### src/rtl/memory_bus_bridge_if.sv
// Wishbone B4 classic bus bundle between memory_bus_bridge (master) and the
// system interconnect (slave).
//
// Handshake: the master holds cyc_o/stb_o high together with stable we_o,
// adr_o, dat_o and sel_o until the slave terminates the transfer. A transfer
// ends in the cycle where the slave drives ack_i (success) or err_i (failure)
// high while stb_o is high; err_i wins if both are seen. Terminations seen
// while stb_o is low carry no meaning and are ignored by the master.
interface memory_bus_bridge_if #(
    parameter int DATA_SIZE = 32
);
    logic                   cyc_o;
    logic                   stb_o;
    logic                   we_o;
    logic [DATA_SIZE-1:0]   adr_o;
    logic [DATA_SIZE-1:0]   dat_o;
    logic [DATA_SIZE/8-1:0] sel_o;
    logic [DATA_SIZE-1:0]   dat_i;
    logic                   ack_i;
    logic                   err_i;

    modport master (
        output cyc_o, stb_o, we_o, adr_o, dat_o, sel_o,
        input  dat_i, ack_i, err_i
    );

    modport slave (
        input  cyc_o, stb_o, we_o, adr_o, dat_o, sel_o,
        output dat_i, ack_i, err_i
    );
endinterface

### src/rtl/memory_bus_bridge.sv
// memory_bus_bridge: turns the core's level-style memory request into one
// Wishbone classic cycle at a time, returns load data, and reports a bus
// error when the slave signals err_i or never answers within TIMEOUT_CYCLES.
module memory_bus_bridge #(
    parameter int DATA_SIZE      = 32,
    parameter int TIMEOUT_CYCLES = 255
) (
    input  logic                   clock,
    input  logic                   reset,
    input  logic [DATA_SIZE-1:0]   mem_addr,
    input  logic [DATA_SIZE-1:0]   wr_data,
    input  logic                   mem_rd_en,
    input  logic                   mem_wr_en,
    input  logic [DATA_SIZE/8-1:0] mem_byte_en,
    output logic [DATA_SIZE-1:0]   rd_data,
    output logic                   mem_busy,
    output logic                   bus_error,
    output logic [1:0]             state_dbg,
    memory_bus_bridge_if.master    wb
);

    typedef enum logic [1:0] {
        S_IDLE = 2'd0,
        S_BUS  = 2'd1,
        S_DONE = 2'd2
    } state_t;

    // Counter value of the final BUS cycle before the watchdog fires.
    localparam logic [15:0] TMO_LAST = 16'(TIMEOUT_CYCLES - 1);

    state_t      state;
    logic [15:0] tmo_cnt;
    logic        req;
    logic        fail;

    assign req       = mem_rd_en | mem_wr_en;
    assign state_dbg = state;

    // The bus cycle fails on err_i, or on a silent slave at the last allowed cycle.
    assign fail = wb.err_i | (~wb.ack_i & (tmo_cnt == TMO_LAST));

    // Busy must rise in the same cycle the request appears, so the core never
    // samples a stale not-busy before the FSM has left IDLE.
    assign mem_busy = ((state == S_IDLE) & req) | (state == S_BUS);

    // Main FSM: capture request, run one Wishbone cycle, report completion.
    always_ff @(posedge clock) begin
        if (reset) begin
            state     <= S_IDLE;
            tmo_cnt   <= '0;
            rd_data   <= '0;
            bus_error <= 1'b0;
            wb.cyc_o  <= 1'b0;
            wb.stb_o  <= 1'b0;
            wb.we_o   <= 1'b0;
            wb.adr_o  <= '0;
            wb.dat_o  <= '0;
            wb.sel_o  <= '0;
        end else begin
            case (state)
                S_IDLE: begin
                    bus_error <= 1'b0;
                    if (req) begin
                        // A store takes precedence when both enables are high.
                        wb.we_o  <= mem_wr_en;
                        wb.adr_o <= mem_addr;
                        wb.dat_o <= wr_data;
                        wb.sel_o <= mem_byte_en;
                        wb.cyc_o <= 1'b1;
                        wb.stb_o <= 1'b1;
                        tmo_cnt  <= '0;
                        state    <= S_BUS;
                    end
                end
                S_BUS: begin
                    if (fail) begin
                        bus_error <= 1'b1;
                        if (!wb.we_o) begin
                            rd_data <= '1;
                        end
                        wb.cyc_o <= 1'b0;
                        wb.stb_o <= 1'b0;
                        state    <= S_DONE;
                    end else if (wb.ack_i) begin
                        if (!wb.we_o) begin
                            rd_data <= wb.dat_i;
                        end
                        wb.cyc_o <= 1'b0;
                        wb.stb_o <= 1'b0;
                        state    <= S_DONE;
                    end else begin
                        tmo_cnt <= tmo_cnt + 16'd1;
                    end
                end
                S_DONE: begin
                    // Error pulse lasts only for the DONE cycle.
                    bus_error <= 1'b0;
                    state     <= S_IDLE;
                end
                default: begin
                    bus_error <= 1'b0;
                    wb.cyc_o  <= 1'b0;
                    wb.stb_o  <= 1'b0;
                    state     <= S_IDLE;
                end
            endcase
        end
    end

endmodule

### src/flat_wrapper.sv
// flat-port wrapper written by rule: the top's interface ports become plain ports
module memory_bus_bridge_flat 
#(
    parameter int DATA_SIZE      = 32,
    parameter int TIMEOUT_CYCLES = 255
)
  (clock, reset, mem_addr, wr_data, mem_rd_en, mem_wr_en, mem_byte_en, rd_data, mem_busy, bus_error, state_dbg, wb_cyc_o, wb_stb_o, wb_we_o, wb_adr_o, wb_dat_o, wb_sel_o, wb_dat_i, wb_ack_i, wb_err_i);
  memory_bus_bridge_if #(.DATA_SIZE(DATA_SIZE)) wb_i ();
  input  logic clock;
  input  logic reset;
  input  logic [DATA_SIZE-1:0] mem_addr;
  input  logic [DATA_SIZE-1:0] wr_data;
  input  logic mem_rd_en;
  input  logic mem_wr_en;
  input  logic [DATA_SIZE/8-1:0] mem_byte_en;
  output logic [DATA_SIZE-1:0] rd_data;
  output logic mem_busy;
  output logic bus_error;
  output logic [1:0] state_dbg;
  output wire logic [$bits(wb_i.cyc_o)-1:0] wb_cyc_o;
  output wire logic [$bits(wb_i.stb_o)-1:0] wb_stb_o;
  output wire logic [$bits(wb_i.we_o)-1:0] wb_we_o;
  output wire logic [$bits(wb_i.adr_o)-1:0] wb_adr_o;
  output wire logic [$bits(wb_i.dat_o)-1:0] wb_dat_o;
  output wire logic [$bits(wb_i.sel_o)-1:0] wb_sel_o;
  input wire logic [$bits(wb_i.dat_i)-1:0] wb_dat_i;
  input wire logic [$bits(wb_i.ack_i)-1:0] wb_ack_i;
  input wire logic [$bits(wb_i.err_i)-1:0] wb_err_i;
  assign wb_cyc_o = wb_i.cyc_o;
  assign wb_stb_o = wb_i.stb_o;
  assign wb_we_o = wb_i.we_o;
  assign wb_adr_o = wb_i.adr_o;
  assign wb_dat_o = wb_i.dat_o;
  assign wb_sel_o = wb_i.sel_o;
  assign wb_i.dat_i = wb_dat_i;
  assign wb_i.ack_i = wb_ack_i;
  assign wb_i.err_i = wb_err_i;
  memory_bus_bridge #(.DATA_SIZE(DATA_SIZE), .TIMEOUT_CYCLES(TIMEOUT_CYCLES)) u_core (.clock(clock), .reset(reset), .mem_addr(mem_addr), .wr_data(wr_data), .mem_rd_en(mem_rd_en), .mem_wr_en(mem_wr_en), .mem_byte_en(mem_byte_en), .rd_data(rd_data), .mem_busy(mem_busy), .bus_error(bus_error), .state_dbg(state_dbg), .wb(wb_i));
endmodule
### config.mk
export PLATFORM = sky130hd
export DESIGN_NAME = memory_bus_bridge_flat
export DESIGN_NICKNAME = d
export VERILOG_FILES = /design/src/rtl/memory_bus_bridge_if.sv /design/src/rtl/memory_bus_bridge.sv /design/src/flat_wrapper.sv
export SDC_FILE = /design/constraint.sdc
export NUM_CORES = 1
export LEC_CHECK = 0
export ABC_AREA = 1
export CAP_MARGIN = 20
export CORE_AREA = 2 2 109 111
export DETAILED_ROUTE_END_ITERATION = 10
export DIE_AREA = 0 0 111 113
export PLACE_DENSITY_LB_ADDON = 0.25
export SYNTH_ARGS = -nofsm -noshare
export SYNTH_HDL_FRONTEND = slang
export SYNTH_SLANG_ARGS = --single-unit
### constraint.sdc
create_clock -name clock -period 2.5 [get_ports clock]
set_input_delay 0.25 -clock clock [delete_from_list [all_inputs] [get_ports clock]]
set_output_delay 0.25 -clock clock [all_outputs]
set_load 0.05 [all_outputs]
==> results.sh <==
export IMPL_avgSynthCellArea_um2=6.917
export IMPL_routedLengthMet1_um=6036
export IMPL_numCtsBuffers=17
export IMPL_gp_congestion=0.8723
export IMPL_clk_latency_ps=420
export IMPL_grt_max_degree=69
export IMPL_maxSlewHeadroom=0.5332
export IMPL_setup_viol=0
export IMPL_skew_ps=7.596
export IMPL_maxClockFrequency_mhz=505.2
export IMPL_hold_path_class="in -> reg"
export IMPL_cpPeakStageDelay_ps=460
export IMPL_leakagePower_nw=3.309
export IMPL_drt_iter0_markers=358
export IMPL_r2r_slack_ps=520
export IMPL_period_share=0.7918
export IMPL_synth_seq_cells=121
export IMPL_finalPower_mw=6.387
export IMPL_syn_num_nets=846
export IMPL_outcome="finished clean"
export IMPL_num_vias=5068
export IMPL_synth_top_family_by_area="simple AND/OR/NAND/NOR gates"
export IMPL_rsz0062_at_grt="false"
export IMPL_initial_core_util=0.4529
export IMPL_grt_overflow=0
export IMPL_drt_pass1_iter_count=4
export IMPL_max_cap_violations=0
export IMPL_die_x_um=111
export IMPL_rows=39
export IMPL_io_pins=213
export IMPL_synth_area_leaders="dfxtp_1 47%, nor2_1 18%, nand2_1 8.5%"
export IMPL_synth_top_area_share=0.4745
export IMPL_crit_chain="inv_1, ha_1, inv_1, nor2_1, nand2_1, nor2_1, nand2_2, nand3_2, nand2_4, nand2_1, nand2_1, nor2_1"
export IMPL_met3WireLength_um=1416
export IMPL_cp_num_buf_inv=2
export IMPL_worstHoldEndpoint="u_core.wb.adr_o[25]"
export IMPL_yosysWarnings=0
export IMPL_yosysTopAreaCell="dfxtp_1"
export IMPL_synth_seq_area_share=0.4745
export IMPL_ant_nets=0
export IMPL_highest_signal_layer="met4"
export IMPL_htree_levels=4
export IMPL_worstPathRequired_ps=2820
export IMPL_max_slew_worst_pin_slew_ps=700.2
export IMPL_reg2reg_depth=12
export IMPL_tritoncts="built"
export IMPL_wirelength_um=14210
export IMPL_dpl_cell_count=1060
export IMPL_final_cells=1092
export IMPL_post_cts_buffers=0
export IMPL_irDropWorstVdd_v=0.0005621
export IMPL_finalMaxSlewViolations=0
export IMPL_synth_compound_area_share=0.08971
export IMPL_cts_resized=0
export IMPL_cts_root_buf="clkbuf_16"
export IMPL_hold_buffers=0
export IMPL_drive_gt1_frac=0.06744
export IMPL_start_kind="register"
export IMPL_nets=1044
export IMPL_synth_commonest_cells="244 x nor2_1, 121 x dfxtp_1, 115 x nand2_1"
export IMPL_synthCells=738
export IMPL_die_area_um2=12540
export IMPL_grt_util_all_layers=0.2305
export IMPL_pwr_density_cell_nw_per_um2=809.6
export IMPL_cpMaxStageDelayCell="nand2_4"
export IMPL_min_from="mem_addr[25]"
export IMPL_crit_type="reg -> reg"
export IMPL_critPathCaptureType="register"
export IMPL_reg2reg_to="u_core.rd_data[9]"
export IMPL_cts_sinks=121
export IMPL_n_antenna_cell=0
export IMPL_grt_pass1_vias=4835
export IMPL_synth_mux_area_frac=0
export IMPL_wl_met2_um=6436
export IMPL_finalCriticalPeriod_ps=1980
export IMPL_port_buffer_count=212
export IMPL_grt_pass1_wl_um=23120
export IMPL_synth_adder_area_share=0.004902
export IMPL_synth_edff_count=0
export IMPL_synthArstFlopShare=0
export IMPL_cp_arrival_ps=2290
export IMPL_synthXorXnorAreaFrac=0.008578
export IMPL_drc=0
export IMPL_synthSimpleGateAreaFrac=0.3436
export IMPL_cp_top_family="simple AND/OR/NAND/NOR gates"
export IMPL_r2r_start="u_core.tmo_cnt[0]"
export IMPL_synthDistinctLibCells=25
export IMPL_post_synth_top_count_cell="nor2_1"
export IMPL_fp_coreArea_um2=11270
export IMPL_die_h_um=113
export IMPL_netlist_area_um2=5105
export IMPL_ys_flop_type="dfxtp_1"
export IMPL_clk_pin_slew_ps=50
export IMPL_synthToLayoutAreaGrowth_pct=54.53
export IMPL_crit_path_max_fanout=64
export IMPL_antenna_found_initial=0
export IMPL_fin_tns_setup_ps=0
export IMPL_viasPerCell=4.641
export IMPL_hold_viol_final=0
export IMPL_dp_final_hpwl_um=9611
export IMPL_hold_path_depth=3
export IMPL_clockBufferDepth=2
export IMPL_wl_per_cell_um=13.01
-- cell families after synthesis --
family,count (synthesis)
AO/OA/AOI/OAI,91
XOR/XNOR,5
adder cells (fa/ha/maj),2
buffers and inverters,93
flip-flops,121
AND/OR/NAND/NOR,426
-- worst reg2reg max path, cell delays in order, from the launching register on --
cell and delay [ps]:
dfxtp_1 410, inv_1 100, ha_1 200, inv_1 50, nor2_1 30, nand2_1 60, nor2_1 40, nand2_2 100
nand3_2 100, nand2_4 460, nand2_1 180, nand2_1 100, nor2_1 40
-- through the flow --
stage                     cell area, um2  utilization  setup slack [ps]  hold WS, ps
after floorplan                     5105            -             598.3        319.1
after global placement              7293       0.6470             551.0        460.1
after detailed placement            7293       0.6470             517.6        470.7
after CTS                           7889       0.6999             540.8        437.0
after global routing                7889       0.6999             321.0        449.9
final                               7889       0.6999             520.4        446.0
-- routing by layer --
layer,up-vias,track usage
met4,0,0.09500
met5,-,0
met2,189,0.3738
met3,28,0.1066
li1,2668,-
met1,2183,0.2648
-- layout by cell type, fill, tap and decap left out, types with 2 or more instances in the layout --
master / netlist / final
clkbuf_16: 0 / 17
clkinv_4: 0 / 2
o21ai_0: 72 / 71
xnor2_1: 2 / 2
inv_2: 0 / 2
clkinv_2: 0 / 6
dfxtp_1: 121 / 121
bufinv_16: 0 / 3
buf_4: 3 / 7
nand2_2: 3 / 3
clkdlybuf4s50_1: 0 / 211
ha_1: 2 / 2
nand3_2: 2 / 2
clkinvlp_4: 0 / 2
inv_1: 50 / 49
or2_2: 15 / 15
nor2_1: 244 / 244
nand4_1: 5 / 5
nand3_1: 20 / 20
a21oi_1: 18 / 18
buf_12: 0 / 2
or2_1: 19 / 19
xor2_1: 3 / 3
nand2_1: 115 / 115
-- flip-flops by register name, indices dropped and copies added (netlist names) --
name,cells
u_core.bus_error,1
u_core.rd_data,32
u_core.state_dbg,2
u_core.tmo_cnt,16
u_core.wb.adr_o,32
u_core.wb.cyc_o,1
u_core.wb.dat_o,32
u_core.wb.sel_o,4
u_core.wb.we_o,1
-- cell type report --
class	count	area, um2
Inverter	52	195.2
Fill cell	934	3383
Clock buffer	19	442.9
Timing Repair Buffer	220	2205
Clock inverter	13	152.6
Tap cell	143	178.9
Sequential cell	121	2422
Multi-Input combinational cell	524	2292
-- worst max path at each step --
stage	to	cells after the start	slack [ps]	from
after floorplan	mem_busy	5	600	u_core.state_dbg[1]
after detailed placement	u_core.rd_data[17]	9	520	wb_ack_i
after global placement	u_core.rd_data[15]	10	550	wb_ack_i
after CTS	u_core.rd_data[9]	12	540	u_core.tmo_cnt[0]
final	u_core.rd_data[9]	12	520	u_core.tmo_cnt[0]
after global routing	u_core.rd_data[9]	12	320	u_core.tmo_cnt[0]
-- power by group --
| part | internal [mW] | switching (mW) | leakage [nW] |
|---|---|---|---|
| sequential | 2.12 | 0.109 | 1.00 |
| combinational | 0.609 | 1.10 | 2.02 |
| clock | 1.58 | 0.868 | 0.292 |
| total | 4.31 | 2.07 | 3.31 |
Power figures use the tool's default switching activity.
